### src/rtl/lcd_char_responder.sv
// lcd_char_responder: behavioural HD44780-style character-LCD responder.
// It samples the 8-bit parallel bus (E/RS/RW/DB) and decodes instructions and
// data writes on the falling edge of E. It keeps DD RAM, the address counter,
// the display shift and the mode flags, models busy timing, and answers status
// and data reads on the bus.
// Optional build macro: LCD_BUSY_CHECK_EN. When it is defined, a write or data
// read that arrives while busy (outside power-up) is dropped and flagged.
// When it is undefined, such an access executes at once and restarts the busy
// counter.
module lcd_char_responder #(
  parameter int SYNC_STAGES       = 2,
  parameter int POWERUP_CYCLES    = 700000,
  parameter int CMD_BUSY_CYCLES   = 1850,
  parameter int CLEAR_BUSY_CYCLES = 76000,
  parameter int LINE_LENGTH       = 40
) (
  input  logic       CLOCK_50MHZ,
  input  logic       BUTTON_SOUTH_N,
  input  logic [7:0] LCD_DATA_BIT,
  input  logic       LCD_ENABLE,
  input  logic       LCD_REGISTER_SELECT,
  input  logic       LCD_READ_WRITE,
  output logic [7:0] LCD_DATA_OUT,
  output logic       LCD_DATA_OE,
  output logic       BUSY,
  output logic [6:0] CURSOR_ADDR,
  output logic [5:0] SHIFT_OFFSET,
  output logic       DISPLAY_ON,
  output logic       CURSOR_ON,
  output logic       BLINK_ON,
  output logic       ENTRY_INC,
  output logic       ENTRY_SHIFT,
  output logic       FUNC_8BIT,
  output logic       FUNC_2LINE,
  output logic       CMD_ERROR,
  input  logic [6:0] RAM_RD_ADDR,
  output logic [7:0] RAM_RD_CHAR
);

  localparam int         RAM_DEPTH   = 2 * LINE_LENGTH;
  localparam int         CLEAR_REST  = (CLEAR_BUSY_CYCLES > RAM_DEPTH) ? CLEAR_BUSY_CYCLES - RAM_DEPTH : 1;
  localparam logic [6:0] LINE_LEN7   = 7'(LINE_LENGTH);
  localparam logic [6:0] LINE0_LAST  = 7'(LINE_LENGTH - 1);
  localparam logic [6:0] LINE1_FIRST = 7'h40;
  localparam logic [6:0] LINE1_LAST  = 7'(64 + LINE_LENGTH - 1);
  localparam logic [5:0] COL_LAST    = 6'(LINE_LENGTH - 1);
  localparam logic [6:0] FILL_LAST   = 7'(RAM_DEPTH - 1);

  typedef enum logic [1:0] {POWERUP, IDLE, EXEC, CLEARFILL} state_t;

  state_t            state;
  logic [31:0]       cnt;
  logic [6:0]        fill_idx;

  logic [SYNC_STAGES-1:0] e_sync;
  logic [SYNC_STAGES-1:0] rs_sync;
  logic [SYNC_STAGES-1:0] rw_sync;
  logic [7:0]             db_sync [SYNC_STAGES];
  logic                   e_p1;
  logic                   rs_p1;
  logic                   rw_p1;
  logic [7:0]             db_p1;

  logic       cmd_vld;
  logic       cmd_rs;
  logic       cmd_rw;
  logic [7:0] cmd_db;

  logic       e_s;
  logic       rs_s;
  logic       rw_s;
  logic       fall;
  logic       cmd_write;
  logic       cmd_access;
  logic       in_powerup;
  logic       busy_reject;
  logic       do_exec;

  logic [7:0] ram [RAM_DEPTH];
  logic       ram_we;
  logic [6:0] ram_wa;
  logic [7:0] ram_wd;

  // An address is valid when its column falls inside one line.
  function automatic logic addr_valid(input logic [6:0] a);
    return a[5:0] <= COL_LAST;
  endfunction

  // Map the AC address space onto the packed DD RAM index.
  function automatic logic [6:0] phys(input logic [6:0] a);
    return a[6] ? ({1'b0, a[5:0]} + LINE_LEN7) : {1'b0, a[5:0]};
  endfunction

  // AC stepping that hops the gap between line 0 and line 1.
  function automatic logic [6:0] ac_step(input logic [6:0] a, input logic inc);
    if (inc) begin
      if (a == LINE0_LAST) return LINE1_FIRST;
      if (a == LINE1_LAST) return 7'h00;
      return a + 7'd1;
    end
    if (a == 7'h00) return LINE1_LAST;
    if (a == LINE1_FIRST) return LINE0_LAST;
    return a - 7'd1;
  endfunction

  // The display shift wraps modulo the line length.
  function automatic logic [5:0] shift_step(input logic [5:0] s, input logic up);
    if (up) return (s == COL_LAST) ? 6'd0 : s + 6'd1;
    return (s == 6'd0) ? COL_LAST : s - 6'd1;
  endfunction

  assign e_s  = e_sync[SYNC_STAGES-1];
  assign rs_s = rs_sync[SYNC_STAGES-1];
  assign rw_s = rw_sync[SYNC_STAGES-1];
  assign fall = e_p1 && !e_s;

  assign cmd_write  = cmd_vld && !cmd_rw;
  assign cmd_access = cmd_write || (cmd_vld && cmd_rw && cmd_rs);
  assign in_powerup = (state == POWERUP);
`ifdef LCD_BUSY_CHECK_EN
  assign busy_reject = cmd_access && BUSY && !in_powerup;
`else
  assign busy_reject = 1'b0;
`endif
  assign do_exec = cmd_access && !in_powerup && !busy_reject;

  // Strobe synchronizer plus one stage to detect the falling edge.
  always_ff @(posedge CLOCK_50MHZ) begin
    if (!BUTTON_SOUTH_N) begin
      e_sync <= '0;
      e_p1   <= 1'b0;
    end else begin
      e_sync[0] <= LCD_ENABLE;
      for (int i = 1; i < SYNC_STAGES; i++) e_sync[i] <= e_sync[i-1];
      e_p1 <= e_s;
    end
  end

  // RS/RW/DB synchronizer, kept aligned with the strobe stages.
  always_ff @(posedge CLOCK_50MHZ) begin
    rs_sync[0] <= LCD_REGISTER_SELECT;
    rw_sync[0] <= LCD_READ_WRITE;
    db_sync[0] <= LCD_DATA_BIT;
    for (int i = 1; i < SYNC_STAGES; i++) begin
      rs_sync[i] <= rs_sync[i-1];
      rw_sync[i] <= rw_sync[i-1];
      db_sync[i] <= db_sync[i-1];
    end
    rs_p1 <= rs_s;
    rw_p1 <= rw_s;
    db_p1 <= db_sync[SYNC_STAGES-1];
  end

  // Capture the bus cycle that just ended; it is decoded on the next clock.
  always_ff @(posedge CLOCK_50MHZ) begin
    if (!BUTTON_SOUTH_N) cmd_vld <= 1'b0;
    else                 cmd_vld <= fall;
    if (fall) begin
      cmd_rs <= rs_p1;
      cmd_rw <= rw_p1;
      cmd_db <= db_p1;
    end
  end

  // Main controller: busy timing, clear fill, and instruction/data execution.
  always_ff @(posedge CLOCK_50MHZ) begin
    if (!BUTTON_SOUTH_N) begin
      state        <= POWERUP;
      cnt          <= 32'(POWERUP_CYCLES);
      fill_idx     <= 7'd0;
      ram_we       <= 1'b0;
      BUSY         <= 1'b1;
      CURSOR_ADDR  <= 7'd0;
      SHIFT_OFFSET <= 6'd0;
      DISPLAY_ON   <= 1'b0;
      CURSOR_ON    <= 1'b0;
      BLINK_ON     <= 1'b0;
      ENTRY_INC    <= 1'b1;
      ENTRY_SHIFT  <= 1'b0;
      FUNC_8BIT    <= 1'b1;
      FUNC_2LINE   <= 1'b0;
      CMD_ERROR    <= 1'b0;
    end else begin
      ram_we <= 1'b0;
      unique case (state)
        POWERUP, EXEC: begin
          if (cnt <= 32'd1) begin
            state <= IDLE;
            BUSY  <= 1'b0;
          end else begin
            cnt <= cnt - 32'd1;
          end
        end
        CLEARFILL: begin
          ram_we <= 1'b1;
          ram_wa <= fill_idx;
          ram_wd <= 8'h20;
          if (fill_idx == FILL_LAST) begin
            state <= EXEC;
            cnt   <= 32'(CLEAR_REST);
          end else begin
            fill_idx <= fill_idx + 7'd1;
          end
        end
        default: ;
      endcase

      // During power-up only a function set gets through.
      if (in_powerup && cmd_write) begin
        if (!cmd_rs && cmd_db[7:4] == 4'h3) begin
          FUNC_8BIT  <= cmd_db[4];
          FUNC_2LINE <= cmd_db[3];
        end else begin
          CMD_ERROR <= 1'b1;
        end
      end

      if (busy_reject) CMD_ERROR <= 1'b1;

      // Assignments below override the timing updates above when an access executes.
      if (do_exec) begin
        if (cmd_rs) begin
          if (!cmd_rw) begin
            ram_we <= 1'b1;
            ram_wa <= phys(CURSOR_ADDR);
            ram_wd <= cmd_db;
            if (ENTRY_SHIFT) SHIFT_OFFSET <= shift_step(SHIFT_OFFSET, ENTRY_INC);
          end
          CURSOR_ADDR <= ac_step(CURSOR_ADDR, ENTRY_INC);
          state       <= EXEC;
          BUSY        <= 1'b1;
          cnt         <= 32'(CMD_BUSY_CYCLES);
        end else if (cmd_db != 8'h00) begin
          state <= EXEC;
          BUSY  <= 1'b1;
          cnt   <= 32'(CMD_BUSY_CYCLES);
          if (cmd_db[7]) begin
            if (addr_valid(cmd_db[6:0])) begin
              CURSOR_ADDR <= cmd_db[6:0];
            end else begin
              CURSOR_ADDR <= 7'd0;
              CMD_ERROR   <= 1'b1;
            end
          end else if (cmd_db[6]) begin
            // CG RAM is not modelled; the access only costs busy time.
          end else if (cmd_db[5]) begin
            FUNC_8BIT  <= cmd_db[4];
            FUNC_2LINE <= cmd_db[3];
          end else if (cmd_db[4]) begin
            if (cmd_db[3]) SHIFT_OFFSET <= shift_step(SHIFT_OFFSET, !cmd_db[2]);
            else           CURSOR_ADDR  <= ac_step(CURSOR_ADDR, cmd_db[2]);
          end else if (cmd_db[3]) begin
            DISPLAY_ON <= cmd_db[2];
            CURSOR_ON  <= cmd_db[1];
            BLINK_ON   <= cmd_db[0];
          end else if (cmd_db[2]) begin
            ENTRY_INC   <= cmd_db[1];
            ENTRY_SHIFT <= cmd_db[0];
          end else if (cmd_db[1]) begin
            CURSOR_ADDR  <= 7'd0;
            SHIFT_OFFSET <= 6'd0;
            cnt          <= 32'(CLEAR_BUSY_CYCLES);
          end else begin
            CURSOR_ADDR  <= 7'd0;
            SHIFT_OFFSET <= 6'd0;
            ENTRY_INC    <= 1'b1;
            fill_idx     <= 7'd0;
            state        <= CLEARFILL;
          end
        end
      end
    end
  end

  // DD RAM write port and registered debug read port; contents survive reset.
  always_ff @(posedge CLOCK_50MHZ) begin
    if (ram_we) ram[ram_wa] <= ram_wd;
    RAM_RD_CHAR <= addr_valid(RAM_RD_ADDR) ? ram[phys(RAM_RD_ADDR)] : 8'h00;
  end

  // Drive read data while the synchronized strobe shows a read cycle.
  always_ff @(posedge CLOCK_50MHZ) begin
    if (!BUTTON_SOUTH_N) begin
      LCD_DATA_OUT <= 8'h00;
      LCD_DATA_OE  <= 1'b0;
    end else if (e_s && rw_s) begin
      LCD_DATA_OE  <= 1'b1;
      LCD_DATA_OUT <= rs_s ? ram[phys(CURSOR_ADDR)] : {BUSY, CURSOR_ADDR};
    end else begin
      LCD_DATA_OE <= 1'b0;
    end
  end

endmodule

### config.mk
export PLATFORM = sky130hd
export DESIGN_NAME = lcd_char_responder
export DESIGN_NICKNAME = d
export VERILOG_FILES = /design/src/rtl/lcd_char_responder.sv
export SDC_FILE = /design/constraint.sdc
export NUM_CORES = 1
export LEC_CHECK = 0
export ABC_CLOCK_PERIOD_IN_PS = 2300
export CORE_ASPECT_RATIO = 2
export CORE_MARGIN = 4
export CORE_UTILIZATION = 40
export CTS_CLUSTER_SIZE = 10
export DETAILED_ROUTE_END_ITERATION = 8
export GPL_ROUTABILITY_DRIVEN = 0
export RECOVER_POWER = 100
export SETUP_SLACK_MARGIN = 0.05
export SLEW_MARGIN = 20
export SYNTH_ARGS = -nofsm -noshare
export SYNTH_HDL_FRONTEND = slang
export SYNTH_SLANG_ARGS = --single-unit
### constraint.sdc
create_clock -name CLOCK_50MHZ -period 2.3 [get_ports CLOCK_50MHZ]
set_input_delay 0.46 -clock CLOCK_50MHZ [delete_from_list [all_inputs] [get_ports CLOCK_50MHZ]]
set_output_delay 0.46 -clock CLOCK_50MHZ [all_outputs]
set_load 0.01 [all_outputs]
==> reports/qor.yml <==
status: "complete, but fails checks"
violations: "capacitance limit, slew limit, setup timing"
dr_total_vias: 24023
synth-main-ff-cell: "edfxtp_1"
ant_nets: 0
drv_slew: 246
end_kind: "flop"
avgSynthCellArea_um2: 16.2
p_per_area_nw_per_um2: 694
utilization_pct: 47.9
pre_cts_ws_ns: -0.680
drive_gt1_share_pct: 31.4
yosys_warnings: 0
p_sw_mw: 6.73
period_needed_ns: 2.47
reg2regPathDepth: 8
crit_start: "CURSOR_ADDR[0]"
clock_latency_ns: 0.68
arrival_ns: 3.03
synth_area_um2: 36500
grt_max_degree: 82
hpwl_um: 93300
hold_viol_final: 0
hold_path_class: "flop to flop"
cts.sinks: 780
stdcell_area_um2: 43400
num_rows: 156
postRouteWirelength_um: 127000
crit_required_ns: 2.86
first_global_vias: 24959
use_met2_pct: 45.7
cts.reportedPaths.clkPinSlew_ns: 0.06
finalWorstSetupSlack_ns: -0.173
power.ir.vdd_worst_mv: 0.623
ys_seq_elements: 780
h-tree-depth: 3
worstSetupPathType: "flop to flop"
seq_power_share_pct: 51.6
hold_depth: 0
met1_usage_pct: 25.1
maxCapViolations: 3
stdcell_count: 3845
clockBufferDepth: 3
io_pins: 59
port_buffers: 58
viasPerCell: 6.25
finalSetupViolations: 38
worst_slew_pin_slew_ns: 1.84
syn_to_final_growth_pct: 18.8
syn_inst: 2256
antenna_found_initial: 3
fmax_ghz: 0.404
async_flop_share_pct: 0
synth_edf_count: 665
placed_cells: 3672
num-fill-cells: 7787
die-area_um2: 96500
fin_skew_ns: 0.0308
cts_tree: "built"
initialDrtViolationCount: 2845
nets: 2630
drcViolationCount: 0
grt_pass1_wl_um: 179000
ys_seq_area_share_pct: 61.0
first_pass_iters: 9
critPathMaxFanout: 9
synthesis.nets: 2287
die_w_um: 222
fin_setup_tns_ns: -2.51
grt_util_all_layers_pct: 25.9
r2r_start: "CURSOR_ADDR[0]"
hp-start: "db_sync[0][2]"
start_util_pct: 40.3
clockRootBuffer: "clkbuf_16"
die_h_um: 435
busiest_layer: "met2"
power_leakage_nw: 14.1
switching_share_pct: 22.4
p_comb_share_pct: 5.9
timing.final.crit_share_pct: 108
pwr-share-clk_pct: 42.5
grt_util_met3_pct: 3.85
core_area_um2: 90600
dpl_cell_area_um2: 40800
drt-wirelength-per-cell_um: 33.1
rsz0062_at_grt: "true"
netlist-cell-type-count: 70
cts_made_buffers: 88
grt_overflow: 0
slew_headroom_pct: -22.7
cp-start-kind: "flop"
p_int_mw: 23.4
==> worst max-delay path: stages, from the launching register on <==
cell and delay (ns):
dfxtp_4 0.50, buf_6 0.21, buf_12 0.17, buf_12 0.16, mux4_2 0.62, mux2i_2 0.22
a32oi_1 0.13, nand4_1 0.21, a21oi_1 0.10
==> final cells by class <==
class / instances / area [um^2] / share of cell area [%]
Sequential cell: 780 / 22300 / 51.4
Timing Repair Buffer: 401 / 3250 / 7.49
Inverter: 24 / 96.3 / 0.222
Antenna cell: 1 / 2.50 / 0.00577
Multi-Input combinational cell: 1304 / 13800 / 31.7
Tap cell: 1185 / 1480 / 3.42
Clock buffer: 143 / 2430 / 5.60
Clock inverter: 7 / 91.3 / 0.210
==> cells by family after synthesis <==
kind of cell,Yosys count,synth area share (%)
simple gates,564,7.26
fa+ha+maj,11,0.377
xor+xnor,24,0.575
compound gates,283,5.26
buf+inv,172,2.09
flops,780,61.0
mux,422,23.5
==> path summary, 6_finish.rpt <==
path	endpoint	slack, ns
max reg2reg	LCD_DATA_OUT[6]	-0.17
min	db_sync[1][2]	0.32
min reg2reg	db_sync[1][2]	0.32
max	LCD_DATA_OUT[6]	-0.17
==> registers in the layout, indices dropped and copies added (netlist names), 2 cells and up <==
name	flops
SHIFT_OFFSET	6
db_p1	8
rw_sync	2
state	2
ram	640
CURSOR_ADDR	7
rs_sync	2
LCD_DATA_OUT	8
fill_idx	7
ram_wa	7
cmd_db	8
RAM_RD_CHAR	8
cnt	32
ram_wd	8
e_sync	2
db_sync	16
==> routing by layer <==
metal,up-vias,part of all wire [%],wire [um]
met3,521,6.0,7600
met2,1307,51,65300
met1,12265,30,37600
met5,-,0.035,44
met4,2,13,16800
li1,9928,-,-
==> Yosys cell counts (9+ instances only) <==
library cell / count / share of area, %
nand2b_1: 15 / 0.26
a31oi_1: 15 / 0.26
o21ai_0: 73 / 1.0
nand4_1: 19 / 0.33
or3_1: 10 / 0.17
mux2_2: 12 / 0.37
a21oi_1: 45 / 0.62
dfxtp_1: 115 / 6.3
o221ai_1: 9 / 0.22
o2111ai_1: 10 / 0.24
a21boi_0: 10 / 0.21
edfxtp_1: 665 / 55
and3_1: 14 / 0.24
xnor2_1: 11 / 0.26
clkbuf_1: 79 / 0.81
nor3_1: 47 / 0.64
inv_1: 24 / 0.25
a22oi_1: 10 / 0.21
ha_1: 11 / 0.38
nor2_1: 142 / 1.5
nand2_1: 181 / 1.9
nor2b_1: 23 / 0.39
buf_2: 49 / 0.67
a32oi_1: 33 / 0.79
o211ai_1: 14 / 0.29
mux2i_1: 64 / 1.8
xor2_1: 13 / 0.31
mux4_2: 345 / 21
and2_1: 13 / 0.22
buf_4: 9 / 0.18
nand3_1: 59 / 0.81
==> placed cells by master, fill, tap and decap left out, drive strengths merged, types with 41 or more instances in the layout <==
| cell type | Yosys | layout |
|---|---|---|
| mux2i | 64 | 64 |
| nand2 | 181 | 181 |
| a21oi | 45 | 45 |
| buf | 69 | 219 |
| nor2 | 142 | 142 |
| nor3 | 48 | 48 |
| o21ai | 75 | 75 |
| clkbuf | 79 | 270 |
| nand3 | 59 | 59 |
| dfxtp | 115 | 115 |
| mux4 | 346 | 346 |
| edfxtp | 665 | 665 |
| dlygate4sd3 | 0 | 41 |
==> power groups by stage <==
stage / Sequential (mW) / Clock, mW / Combinational, mW
finish: 15.5 / 12.8 / 1.77
global placement: 15.8 / 0 / 1.73
detailed placement: 15.8 / 0 / 1.75
CTS: 15.5 / 13.0 / 1.76
floorplan: 15.9 / 0 / 0.871
global route: 15.5 / 13.6 / 1.84
==> timing repair <==
item / in CTS / in global routing
buffers inserted: 11 / 4
pin swaps: 6 / 15
setup endpoints to repair: 29 / 46
hold buffers: 1 / 0
resized for setup: 63 / 41
gates cloned: 1 / 5
endpoints found under the hold margin: 1 / 0
==> per-stage QoR <==
stage / power, mW / hold WS, ns
6_report: 30.1 / 0.323
3_5_place_dp: 17.6 / 0.314
3_3_place_gp: 17.5 / 0.315
2_1_floorplan: 16.7 / 0.310
4_1_cts: 30.3 / 0.180
5_1_grt: 31.0 / 0.325
(Power assumes the default switching activity.)
